===== config.mk =====
export PLATFORM = sky130hd
export DESIGN_NAME = ctrl_spi_regs
export DESIGN_NICKNAME = d
export VERILOG_FILES = /design/src/rtl/ctrl_pkg.sv /design/src/rtl/ctrl_spi_regs_rx.sv /design/src/rtl/ctrl_spi_regs.sv
export SDC_FILE = /design/constraint.sdc
export NUM_CORES = 1
export LEC_CHECK = 0
export CORE_UTILIZATION = 43
export CTS_CLUSTER_DIAMETER = 40
export DETAILED_ROUTE_END_ITERATION = 10
export DONT_BUFFER_PORTS = 1
export HOLD_SLACK_MARGIN = 0.12
export PLACE_DENSITY_LB_ADDON = 0.15
export SLEW_MARGIN = 20
export SYNTH_ARGS = -nofsm -noshare
export SYNTH_HDL_FRONTEND = slang
export SYNTH_SLANG_ARGS = --single-unit

===== constraint.sdc =====
create_clock -name clk_50 -period 5.39 [get_ports clk_50]
set_input_delay 1.078 -clock clk_50 [delete_from_list [all_inputs] [get_ports clk_50]]
set_output_delay 1.078 -clock clk_50 [all_outputs]
set_load 0.02 [all_outputs]

===== src/rtl/ctrl_pkg.sv =====
// ctrl_pkg
// Shared definitions for the SPI control register bank: frame layout,
// register addresses, configuration record with its reset defaults, the
// receive FSM state encoding and the register-write helper.
// No ports (package).
package ctrl_pkg;

  localparam int FRAME_BITS = 24;

  // Field widths of the configuration record (module parameters default to these)
  localparam int CFG_A_BITS  = 3;
  localparam int CFG_BLEND_B = 4;
  localparam int CFG_DLY_B   = 14;
  localparam int CFG_FDB_B   = 10;

  localparam logic [2:0] ADDR_DRAW  = 3'd0;
  localparam logic [2:0] ADDR_BLEND = 3'd1;
  localparam logic [2:0] ADDR_DELAY = 3'd2;
  localparam logic [2:0] ADDR_FDBK  = 3'd3;
  localparam logic [2:0] ADDR_CMD   = 3'd4;

  localparam logic [CFG_A_BITS-1:0]  RST_A16    = 3'd7;
  localparam logic [CFG_A_BITS-1:0]  RST_A8     = 3'd4;
  localparam logic [CFG_A_BITS-1:0]  RST_A5     = 3'd0;
  localparam logic [CFG_A_BITS-1:0]  RST_A4     = 3'd0;
  localparam logic [CFG_BLEND_B-1:0] RST_BLEND  = 4'd0;
  localparam logic [CFG_DLY_B-1:0]   RST_DELAY  = 14'd0;
  localparam logic [CFG_FDB_B-1:0]   RST_FEEDBK = 10'd0;

  typedef struct packed {
    logic [CFG_A_BITS-1:0]  a16;
    logic [CFG_A_BITS-1:0]  a8;
    logic [CFG_A_BITS-1:0]  a5;
    logic [CFG_A_BITS-1:0]  a4;
    logic [CFG_BLEND_B-1:0] blend;
    logic [CFG_DLY_B-1:0]   delay;
    logic [CFG_FDB_B-1:0]   feedbk;
  } cfg_t;

  localparam cfg_t CFG_RESET = '{a16: RST_A16, a8: RST_A8, a5: RST_A5, a4: RST_A4,
                                 blend: RST_BLEND, delay: RST_DELAY, feedbk: RST_FEEDBK};

  typedef enum logic [1:0] {
    RX_IDLE  = 2'd0,
    RX_SHIFT = 2'd1,
    RX_EVAL  = 2'd2
  } rx_state_t;

  // Apply one register write to a configuration record; the command
  // address and unmapped addresses leave the record untouched.
  function automatic cfg_t cfg_write(input cfg_t cur, input logic [2:0] addr,
                                     input logic [15:0] data);
    cfg_t nxt;
    nxt = cur;
    case (addr)
      ADDR_DRAW: begin
        nxt.a16 = data[4*CFG_A_BITS-1 -: CFG_A_BITS];
        nxt.a8  = data[3*CFG_A_BITS-1 -: CFG_A_BITS];
        nxt.a5  = data[2*CFG_A_BITS-1 -: CFG_A_BITS];
        nxt.a4  = data[CFG_A_BITS-1:0];
      end
      ADDR_BLEND: nxt.blend  = data[CFG_BLEND_B-1:0];
      ADDR_DELAY: nxt.delay  = data[CFG_DLY_B-1:0];
      ADDR_FDBK:  nxt.feedbk = data[CFG_FDB_B-1:0];
      default:    nxt = cur;
    endcase
    return nxt;
  endfunction

endpackage


===== src/rtl/ctrl_spi_regs_rx.sv =====
// spi_frame_rx
// Synchronizes the asynchronous SPI pins into clk, detects edges, shifts in
// MSB-first bits while the frame is selected and classifies the frame on
// deselect.
// Ports: clk, reset (async, active-high); sclk, mosi, ss_n (async pins);
//        frame_valid / frame_err (one-cycle strobes, in the EVAL cycle);
//        frame (received 24 bits, meaningful with the strobes).
module spi_frame_rx
  import ctrl_pkg::*;
#(
  parameter int SYNC_STAGES = 2
) (
  input  logic                  clk,
  input  logic                  reset,
  input  logic                  sclk,
  input  logic                  mosi,
  input  logic                  ss_n,
  output logic                  frame_valid,
  output logic                  frame_err,
  output logic [FRAME_BITS-1:0] frame
);

  localparam logic [4:0] CNT_FRAME = 5'd24;
  localparam logic [4:0] CNT_SAT   = 5'd25;

  logic [SYNC_STAGES-1:0] sclk_sync_r, mosi_sync_r, ss_sync_r;
  logic                   sclk_hist_r, ss_hist_r;
  logic                   sclk_rise_s, ss_fall_s, ss_rise_s, mosi_s;
  rx_state_t              state_r, state_nxt_s;
  logic [4:0]             cnt_r, cnt_nxt_s;
  logic [FRAME_BITS-1:0]  shreg_r, shreg_nxt_s;

  // Pin synchronizers plus one history flop for edge detection; ss_n idles high
  always_ff @(posedge clk or posedge reset) begin
    if (reset) begin
      sclk_sync_r <= '0;
      mosi_sync_r <= '0;
      ss_sync_r   <= '1;
      sclk_hist_r <= 1'b0;
      ss_hist_r   <= 1'b1;
    end else begin
      sclk_sync_r <= {sclk_sync_r[SYNC_STAGES-2:0], sclk};
      mosi_sync_r <= {mosi_sync_r[SYNC_STAGES-2:0], mosi};
      ss_sync_r   <= {ss_sync_r[SYNC_STAGES-2:0], ss_n};
      sclk_hist_r <= sclk_sync_r[SYNC_STAGES-1];
      ss_hist_r   <= ss_sync_r[SYNC_STAGES-1];
    end
  end

  assign sclk_rise_s = sclk_sync_r[SYNC_STAGES-1] & ~sclk_hist_r;
  assign ss_fall_s   = ~ss_sync_r[SYNC_STAGES-1] & ss_hist_r;
  assign ss_rise_s   = ss_sync_r[SYNC_STAGES-1] & ~ss_hist_r;
  assign mosi_s      = mosi_sync_r[SYNC_STAGES-1];

  // Receive FSM state, bit counter and shift register
  always_ff @(posedge clk or posedge reset) begin
    if (reset) begin
      state_r <= RX_IDLE;
      cnt_r   <= 5'd0;
      shreg_r <= '0;
    end else begin
      state_r <= state_nxt_s;
      cnt_r   <= cnt_nxt_s;
      shreg_r <= shreg_nxt_s;
    end
  end

  // Next-state logic; deselect wins over a coincident SCLK edge
  always_comb begin
    state_nxt_s = state_r;
    cnt_nxt_s   = cnt_r;
    shreg_nxt_s = shreg_r;
    case (state_r)
      RX_IDLE: begin
        if (ss_fall_s) begin
          cnt_nxt_s   = 5'd0;
          state_nxt_s = RX_SHIFT;
        end else begin
          state_nxt_s = RX_IDLE;
        end
      end
      RX_SHIFT: begin
        if (ss_rise_s) begin
          state_nxt_s = RX_EVAL;
        end else if (sclk_rise_s) begin
          shreg_nxt_s = {shreg_r[FRAME_BITS-2:0], mosi_s};
          // Saturating at 25 keeps over-long frames distinguishable from 24
          if (cnt_r != CNT_SAT) begin
            cnt_nxt_s = cnt_r + 5'd1;
          end else begin
            cnt_nxt_s = cnt_r;
          end
        end else begin
          state_nxt_s = RX_SHIFT;
        end
      end
      RX_EVAL: state_nxt_s = RX_IDLE;
      default: state_nxt_s = RX_IDLE;
    endcase
  end

  assign frame_valid = (state_r == RX_EVAL) && (cnt_r == CNT_FRAME);
  assign frame_err   = (state_r == RX_EVAL) && (cnt_r != CNT_FRAME);
  assign frame       = shreg_r;

endmodule


===== src/rtl/ctrl_spi_regs.sv =====
// ctrl_spi_regs
// SPI-slave control register bank for the tone/delay datapath. Received
// write frames land in shadow registers; shadow values are copied to the
// outputs atomically on a sample_tick while an update is pending.
// Ports: clk_50, reset (async, active-high); ctrl_sclk/ctrl_mosi/ctrl_ss_n
//        (async SPI pins, mode 0); sample_tick (one-cycle audio tick);
//        a16/a8/a5/a4, blend, delay, feedbk (committed configuration);
//        cfg_update (pulse in the cycle new values appear);
//        frame_err_cnt (saturating bad-frame count).
module ctrl_spi_regs
  import ctrl_pkg::*;
#(
  parameter int A_BITS      = CFG_A_BITS,
  parameter int BLEND_B     = CFG_BLEND_B,
  parameter int DLY_B       = CFG_DLY_B,
  parameter int FDB_B       = CFG_FDB_B,
  parameter int SYNC_STAGES = 2
) (
  input  logic               clk_50,
  input  logic               reset,
  input  logic               ctrl_sclk,
  input  logic               ctrl_mosi,
  input  logic               ctrl_ss_n,
  input  logic               sample_tick,
  output logic [A_BITS-1:0]  a16,
  output logic [A_BITS-1:0]  a8,
  output logic [A_BITS-1:0]  a5,
  output logic [A_BITS-1:0]  a4,
  output logic [BLEND_B-1:0] blend,
  output logic [DLY_B-1:0]   delay,
  output logic [FDB_B-1:0]   feedbk,
  output logic               cfg_update,
  output logic [7:0]         frame_err_cnt
);

  logic                  frame_valid_s, frame_err_s;
  logic [FRAME_BITS-1:0] frame_s;
  logic [2:0]            addr_s;
  logic [15:0]           data_s;
  logic                  wr_ok_s, bad_s, set_pend_s, commit_s;
  cfg_t                  shadow_r, out_r;
  logic                  auto_r, pending_r, cfg_update_r;
  logic [7:0]            err_cnt_r;

  spi_frame_rx #(.SYNC_STAGES(SYNC_STAGES)) u_rx (
    .clk         (clk_50),
    .reset       (reset),
    .sclk        (ctrl_sclk),
    .mosi        (ctrl_mosi),
    .ss_n        (ctrl_ss_n),
    .frame_valid (frame_valid_s),
    .frame_err   (frame_err_s),
    .frame       (frame_s)
  );

  assign addr_s   = frame_s[18:16];
  assign data_s   = frame_s[15:0];
  // Read frames (W=0) are accepted silently; there is nothing to read back
  assign wr_ok_s  = frame_valid_s && frame_s[23] && (addr_s <= ADDR_CMD);
  assign bad_s    = frame_err_s || (frame_valid_s && (addr_s > ADDR_CMD));
  assign set_pend_s = wr_ok_s && ((addr_s == ADDR_CMD) ? data_s[0] : auto_r);
  // Uses the registered pending, so a pending set this cycle waits a tick
  assign commit_s = sample_tick && pending_r;

  // Shadow registers, auto flag and pending flag
  always_ff @(posedge clk_50 or posedge reset) begin
    if (reset) begin
      shadow_r  <= CFG_RESET;
      auto_r    <= 1'b0;
      pending_r <= 1'b0;
    end else begin
      if (wr_ok_s) begin
        shadow_r <= cfg_write(shadow_r, addr_s, data_s);
      end
      if (wr_ok_s && (addr_s == ADDR_CMD)) begin
        auto_r <= data_s[1];
      end
      // A set in the committing cycle keeps pending for the next tick
      if (set_pend_s) begin
        pending_r <= 1'b1;
      end else if (commit_s) begin
        pending_r <= 1'b0;
      end
    end
  end

  // Output registers: commit copies the pre-write shadow value
  always_ff @(posedge clk_50 or posedge reset) begin
    if (reset) begin
      out_r        <= CFG_RESET;
      cfg_update_r <= 1'b0;
    end else begin
      cfg_update_r <= commit_s;
      if (commit_s) begin
        out_r <= shadow_r;
      end
    end
  end

  // Saturating bad-frame counter
  always_ff @(posedge clk_50 or posedge reset) begin
    if (reset) begin
      err_cnt_r <= 8'd0;
    end else if (bad_s && (err_cnt_r != 8'hFF)) begin
      err_cnt_r <= err_cnt_r + 8'd1;
    end
  end

  assign a16           = out_r.a16;
  assign a8            = out_r.a8;
  assign a5            = out_r.a5;
  assign a4            = out_r.a4;
  assign blend         = out_r.blend;
  assign delay         = out_r.delay;
  assign feedbk        = out_r.feedbk;
  assign cfg_update    = cfg_update_r;
  assign frame_err_cnt = err_cnt_r;

endmodule


## Yosys cells after proc, flatten, opt, wreduce, memory -nomap -nowiden

Index checks and enable logic that the tools add are counted.

| cells by class | value |
|---|---|
| $add $sub $neg | 2 |
| $lt $le $gt $ge | 2 |
| equal/unequal tests | 15 |
| muxes and demuxes | 12 |
| bitwise operators | 7 |
| reduce and logical (&&, ||, !) cells | 20 |

Operators by type and width:

| cell | count |
|---|---|
| two-way mux 5 bit | 4 |
| inequality test 5 bit, second input constant | 2 |
| one-hot mux 5 bit (2 select lines) | 1 |
| logical AND 1 bit | 9 |
| adder 8 x 1 -> 8 bit, second input constant | 1 |
| inequality test 8 bit, second input constant | 1 |
| AND reduction 2 bit | 4 |
| equality test 3 x 2 -> 1 bit, second input constant | 2 |
| inequality test 2 x 1 -> 1 bit, second input constant | 3 |
| adder 5 x 1 -> 5 bit, second input constant | 1 |
| equality test 5 bit, second input constant | 1 |
| AND reduction 5 bit | 1 |
| two-way mux 1 bit | 4 |
| two-way mux 2 bit | 2 |
| NOT 1 bit | 4 |
| one-hot mux 2 bit (2 select lines) | 1 |
| nonzero test 2 bit | 2 |
| AND 1 bit | 3 |
| equality test 3 x 1 -> 1 bit, second input constant | 1 |
| equality test 3 bit, second input constant | 1 |
| > comparator 3 bit, second input constant | 1 |
| <= comparator 3 bit, second input constant | 1 |
| logical NOT 3 bit | 1 |
| inequality test 3 bit, second input constant | 1 |
| 6 further kinds | 6 |

| word-level totals | value |
|---|---|
| register bits | 130 |
| input port bits | 6 |
| output and inout bits | 49 |
| word-level logic and storage cells | 84 |

## Longest topological paths before layout

| depth | value |
|---|---|
| word-level depth | 6 |
| mapped depth | 7 |
| depth with buffers taken out | 6 |

## Modules after synthesis

Synthesis repeated with hierarchy kept, for this count alone.

| unflattened totals | value |
|---|---|
| cell total of the unflattened synthesis | 328 |
| area total of the unflattened synthesis | 5094.9 um2 |

Modules (own cells, without submodules):

| module | instances | cells an instance | area an instance (um2) | seq. area each (um2) |
|---|---|---|---|---|
| ctrl_spi_regs | 1 | 221 | 3550.9 | 2287.2 |
| spi_frame_rx | 1 | 107 | 1544.0 | 979.7 |

## Worst setup path before layout

OpenSTA, ideal clock, no wires.

| timing path | value |
|---|---|
| kind | input to register |
| from | in sample_tick |
| to | reg out_r, in the netlist a4[0] |
| library setup time | 125 ps |
| arrival | 1900 ps |
| required time | 5265 ps |
| slack | 3366 ps |
| stages on the path | 3 |
| buffers on the path | 1 |
| cell sequence | nand2_1 -> buf_1 -> mux2_2 |

| between the ends | value |
|---|---|
| longest elaborated chain between the ends | 1 |

RTL lines:

| item | RTL line | text |
|---|---|---|
| start: declaration | ctrl_spi_regs.sv:24 | `input logic sample_tick,` |
| logical AND 1 bit | ctrl_spi_regs.sv:63 | `assign commit_s = sample_tick && pending_r;` |
| end signal: assignment | ctrl_spi_regs.sv:95 | `out_r <= shadow_r;` |
| end: declaration | ctrl_spi_regs.sv:41 | `cfg_t shadow_r, out_r;` |

No other way between the ends.
A chain may end at the register's enable or synchronous reset.

## Worst setup path after layout

| timing path | value |
|---|---|
| from | reg u_rx.cnt_r[0] |
| to | reg shadow_r[18] (netlist bit) |

| between the ends | value |
|---|---|
| longest elaborated chain between the ends | 5 |

RTL lines:

| item | RTL line | text |
|---|---|---|
| start: declaration | ctrl_spi_regs_rx.sv:30 | `logic [4:0] cnt_r, cnt_nxt_s;` |
| start signal: assignment | ctrl_spi_regs_rx.sv:63 | `cnt_r <= cnt_nxt_s;` |
| equality test 5 bit | ctrl_spi_regs_rx.sv:102 | `assign frame_valid = (state_r == RX_EVAL) && (cnt_r == CNT_FRAME);` |
| logical AND 1 bit | ctrl_spi_regs_rx.sv:102 |  |
| logical AND 1 bit (2 in series) | ctrl_spi_regs.sv:59 | `assign wr_ok_s = frame_valid_s && frame_s[23] && (addr_s <= ADDR_CMD);` |
| AND reduction 2 bit (no source line) | -- |  |
| end signal: assignment | ctrl_spi_regs.sv:73 | `shadow_r <= cfg_write(shadow_r, addr_s, data_s);` |
| end: declaration | ctrl_spi_regs.sv:41 |  |

No other way between the ends.

==> impl_metrics.csv <==
group,metric,value,unit
status,outcome,"complete, no violations",
sta,slew_headroom,35.1,%
logic_synthesis,yosysWarnings,0,
job,maxCapViolations,0,
floorplan,die_y,111,um
logic_synthesis,synth.avg_cell_area,15.2,um2
floorplan,coreArea,11500,um2
sta,slew_violations,0,
clock_tree,clk_pin_slew,0.06,ns
clock_tree,worstSkewPairLatency,0.41,ns
clock_tree,htree_num_levels,4,
floorplan,pin_count,55,
layout,drive_gt1_share,44.2,%
logic_synthesis,yosysSeqAreaShare,64.5,%
clock_tree,cts_root_buf,"clkbuf_16",
sta,tightest_slew,0.971,ns
setup_path,required,5.69,ns
setup_path,crit_path_end,"shadow_r[18]",
setup_path,worstPathCellList,"inv_1 -> ha_1 -> and4b_2 -> nand4b_4 -> nor3_2 -> buf_4 -> mux2_2",
setup_path,reg2reg_depth,7,
setup_path,slowest_delay,0.48,ns
hold_path,hold_path_class,"flip-flop to flip-flop",
clock_tree,cts_tree,"built",
sta,fin_hold_ws,0.345,ns
drt,drt_iter0_markers,106,
setup_path,crit_slowest_cell,"nor3_2",
setup_path,rrSetupSlack,3.11,ns
placement,dp.final_hpwl,5310,um
drt,vias,2648,
clock_tree,cts-resized-gates,0,
power_and_ir_drop,p_leak,2.89,nW
floorplan,num_rows,39,
layout,diodes,0,
setup_path,path_class,"flip-flop to flip-flop",
sta,fin_ws,3.11,ns
sta,hold_viol_final,0,
placement,io_buffers,0,
sta,setup_violations,0,
power_and_ir_drop,ir_worst_vdd,0.208,mV
logic_synthesis,ys_seq_elements,130,
grt,grt_pass1_vias,2781,
sta,tns,0,ns
setup_path,worstReg2RegEnd,"shadow_r[18]",
setup_path,reg2reg_from,"u_rx.cnt_r[0]",
setup_path,startpoint,"u_rx.cnt_r[0]",
placement,gp_congestion,0.743,
clock_tree,postCtsSetupBuffers,0,
placement,pre_cts_slack,3.00,ns
grt,antenna_found_initial,0,
layout,layout_commonest_cell,"dfrtp_1",
layout,mostFrequentLayoutCells,"dfrtp_1, mux2_2, clkbuf_16, dfstp_2, nand2_1",
logic_synthesis,syn_nets,344,
drt,routed_wl,8460,um
drt,drc_errors,0,
grt,grt_pass1_wl,14800,um
sta,rsz0062_at_grt,"false",
sta,period_share,42.2,%
sta,fin_skew,0.00666,ns
setup_path,end_kind,"flip-flop",
power_and_ir_drop,power.density,410,nW/um2
setup_path,cp.arrival,2.57,ns
layout,num-nets-final,357,
grt,grt_max_degree,68,
clock_tree,cts_sinks,130,
setup_path,crit_fanout,8,
grt,grtUsageTotal,15.8,%
drt,drt_first_pass_iters,4,
floorplan,die_area,12200,um2
clock_tree,cts_buffers,17,
logic_synthesis,synth_area,5070,um2
sta,min_period,2.28,ns
grt,grt_overflow_total,0,
clock_tree,hold_buffers,0,
logic_synthesis,syn_inst,334,
clock_tree,cts_buffer_depth,2,
logic_synthesis,synth_cell_types,43,
layout,synthToLayoutAreaGrowth,15.9,%
drt,antenna_left,0,
layout,nFillCells,955,
floorplan,die_x,111,um
setup_path,crit_path_start_kind,"flip-flop",
floorplan,start_util,44.2,%
drt,viasPerCell,5.26,
drt,wl_per_cell,16.8,um
sta,max_freq,439,MHz
logic make-up after synthesis:
| family | Yosys count | synth area share [%] |
|---|---|---|
| fa+ha+maj | 4 | 0.987 |
| compound gates | 26 | 3.31 |
| simple gates | 48 | 5.85 |
| buf+inv | 19 | 1.75 |
| flops | 130 | 64.5 |
| xor+xnor | 2 | 0.346 |
| mux | 105 | 23.3 |
area by class of cell:
| class | instances | area (um2) | share of cell area (%) |
|---|---|---|---|
| multi-input combinational | 185 | 1730 | 29.4 |
| inverter | 9 | 36.3 | 0.618 |
| sequential | 130 | 3270 | 55.6 |
| timing repair buffer | 4 | 30.0 | 0.511 |
| clock buffer | 20 | 457 | 7.77 |
| tap | 143 | 179 | 3.05 |
| clock inverter | 12 | 179 | 3.05 |
sequential cells by signal, summed over array words and instances, names as in the netlist, 2 cells and up:
| signal | count |
|---|---|
| u_rx.sclk_sync_r | 2 |
| u_rx.mosi_sync_r | 2 |
| a16 | 3 |
| a8 | 3 |
| feedbk | 10 |
| shadow_r | 40 |
| u_rx.cnt_r | 5 |
| frame_err_cnt | 8 |
| delay | 14 |
| u_rx.state_r | 2 |
| a4 | 3 |
| a5 | 3 |
| u_rx.ss_sync_r | 2 |
| u_rx.frame | 24 |
| blend | 4 |
report_power, final:
group / total (mW) / leakage, nW / switching (mW) / internal (mW)
registers: 1.09 / 1.75 / 0.0764 / 1.02
logic: 0.0956 / 0.835 / 0.0523 / 0.0434
clock network: 1.22 / 0.303 / 0.419 / 0.800
Yosys cell counts:
cell | number | area (um2)
buf_4 | 2 | 15.0
and3_1 | 1 | 6.26
mux2i_1 | 1 | 10.0
nand3_1 | 5 | 25.0
xor2_1 | 1 | 8.76
and2b_1 | 1 | 7.51
a21boi_2 | 1 | 11.3
mux2_2 | 104 | 1170
o211ai_1 | 1 | 7.51
nand4b_4 | 1 | 23.8
and4b_2 | 1 | 11.3
nand4_1 | 2 | 12.5
and4_1 | 1 | 8.76
buf_2 | 2 | 10.0
buf_6 | 1 | 11.3
nand2_1 | 10 | 37.5
or3_1 | 3 | 18.8
clkbuf_1 | 1 | 3.75
nor2b_1 | 4 | 25.0
o31ai_1 | 1 | 7.51
a31oi_1 | 4 | 25.0
nor3_2 | 1 | 10.0
ha_1 | 4 | 50.1
o21ai_0 | 8 | 40.0
a41oi_1 | 1 | 8.76
nor3b_1 | 1 | 7.51
dfrtp_1 | 119 | 2980
nand2b_1 | 5 | 31.3
buf_1 | 4 | 15.0
o21a_1 | 1 | 7.51
nand4b_1 | 2 | 17.5
a21oi_1 | 4 | 20.0
o2bb2ai_1 | 2 | 17.5
inv_1 | 9 | 33.8
or4b_2 | 1 | 10.0
nor3_1 | 2 | 10.0
xnor2_1 | 1 | 8.76
and2_1 | 1 | 6.26
nor2_1 | 5 | 18.8
o21ba_2 | 1 | 10.0
dfstp_2 | 11 | 289
o22ai_1 | 2 | 12.5
nor4b_1 | 1 | 8.76
stage by stage:
stage | std cells | util [%] | instance area [um2] | total power, mW
finish | 503 | 51.2 | 5870 | 2.41
global route | 503 | 51.2 | 5870 | 2.51
CTS | 503 | 51.2 | 5870 | 2.44
detailed placement | 471 | 45.7 | 5240 | 1.21
global placement | 471 | 45.6 | 5230 | 1.21
floorplan | 334 | - | 5070 | 1.17
worst max-delay path: cells and delay by family, from the launching register on:
kind | cells | cell delay [ns]
flip-flops | 1 | 0.43
AND/OR/NAND/NOR | 3 | 0.90
adder cells (fa/ha/maj) | 1 | 0.13
buffers and inverters | 2 | 0.37
multiplexers | 1 | 0.34
worst min-delay path by stage:
| stage | start | end | slack (ns) | cells past startpoint |
|---|---|---|---|---|
| floorplan | u_rx.mosi_sync_r[0] | u_rx.mosi_sync_r[1] | 0.33 | 0 |
| global placement | u_rx.sclk_sync_r[0] | u_rx.sclk_sync_r[1] | 0.33 | 0 |
| detailed placement | u_rx.sclk_sync_r[0] | u_rx.sclk_sync_r[1] | 0.34 | 0 |
| CTS | u_rx.sclk_sync_r[0] | u_rx.sclk_sync_r[1] | 0.35 | 0 |
| global route | u_rx.sclk_sync_r[0] | u_rx.sclk_sync_r[1] | 0.35 | 0 |
| finish | u_rx.sclk_sync_r[0] | u_rx.sclk_sync_r[1] | 0.34 | 0 |
layer usage:
layer / part of all wire (%) / GRT usage (%) / up-vias
met1: 48 / 21.2 / 1350
met2: 44 / 22.3 / 59
met5: 0 / 0 / -
li1: - / - / 1222
met4: 2.2 / 8.00 / 0
met3: 5.1 / 6.09 / 17
Note: power is estimated with default switching activity, not from simulation.
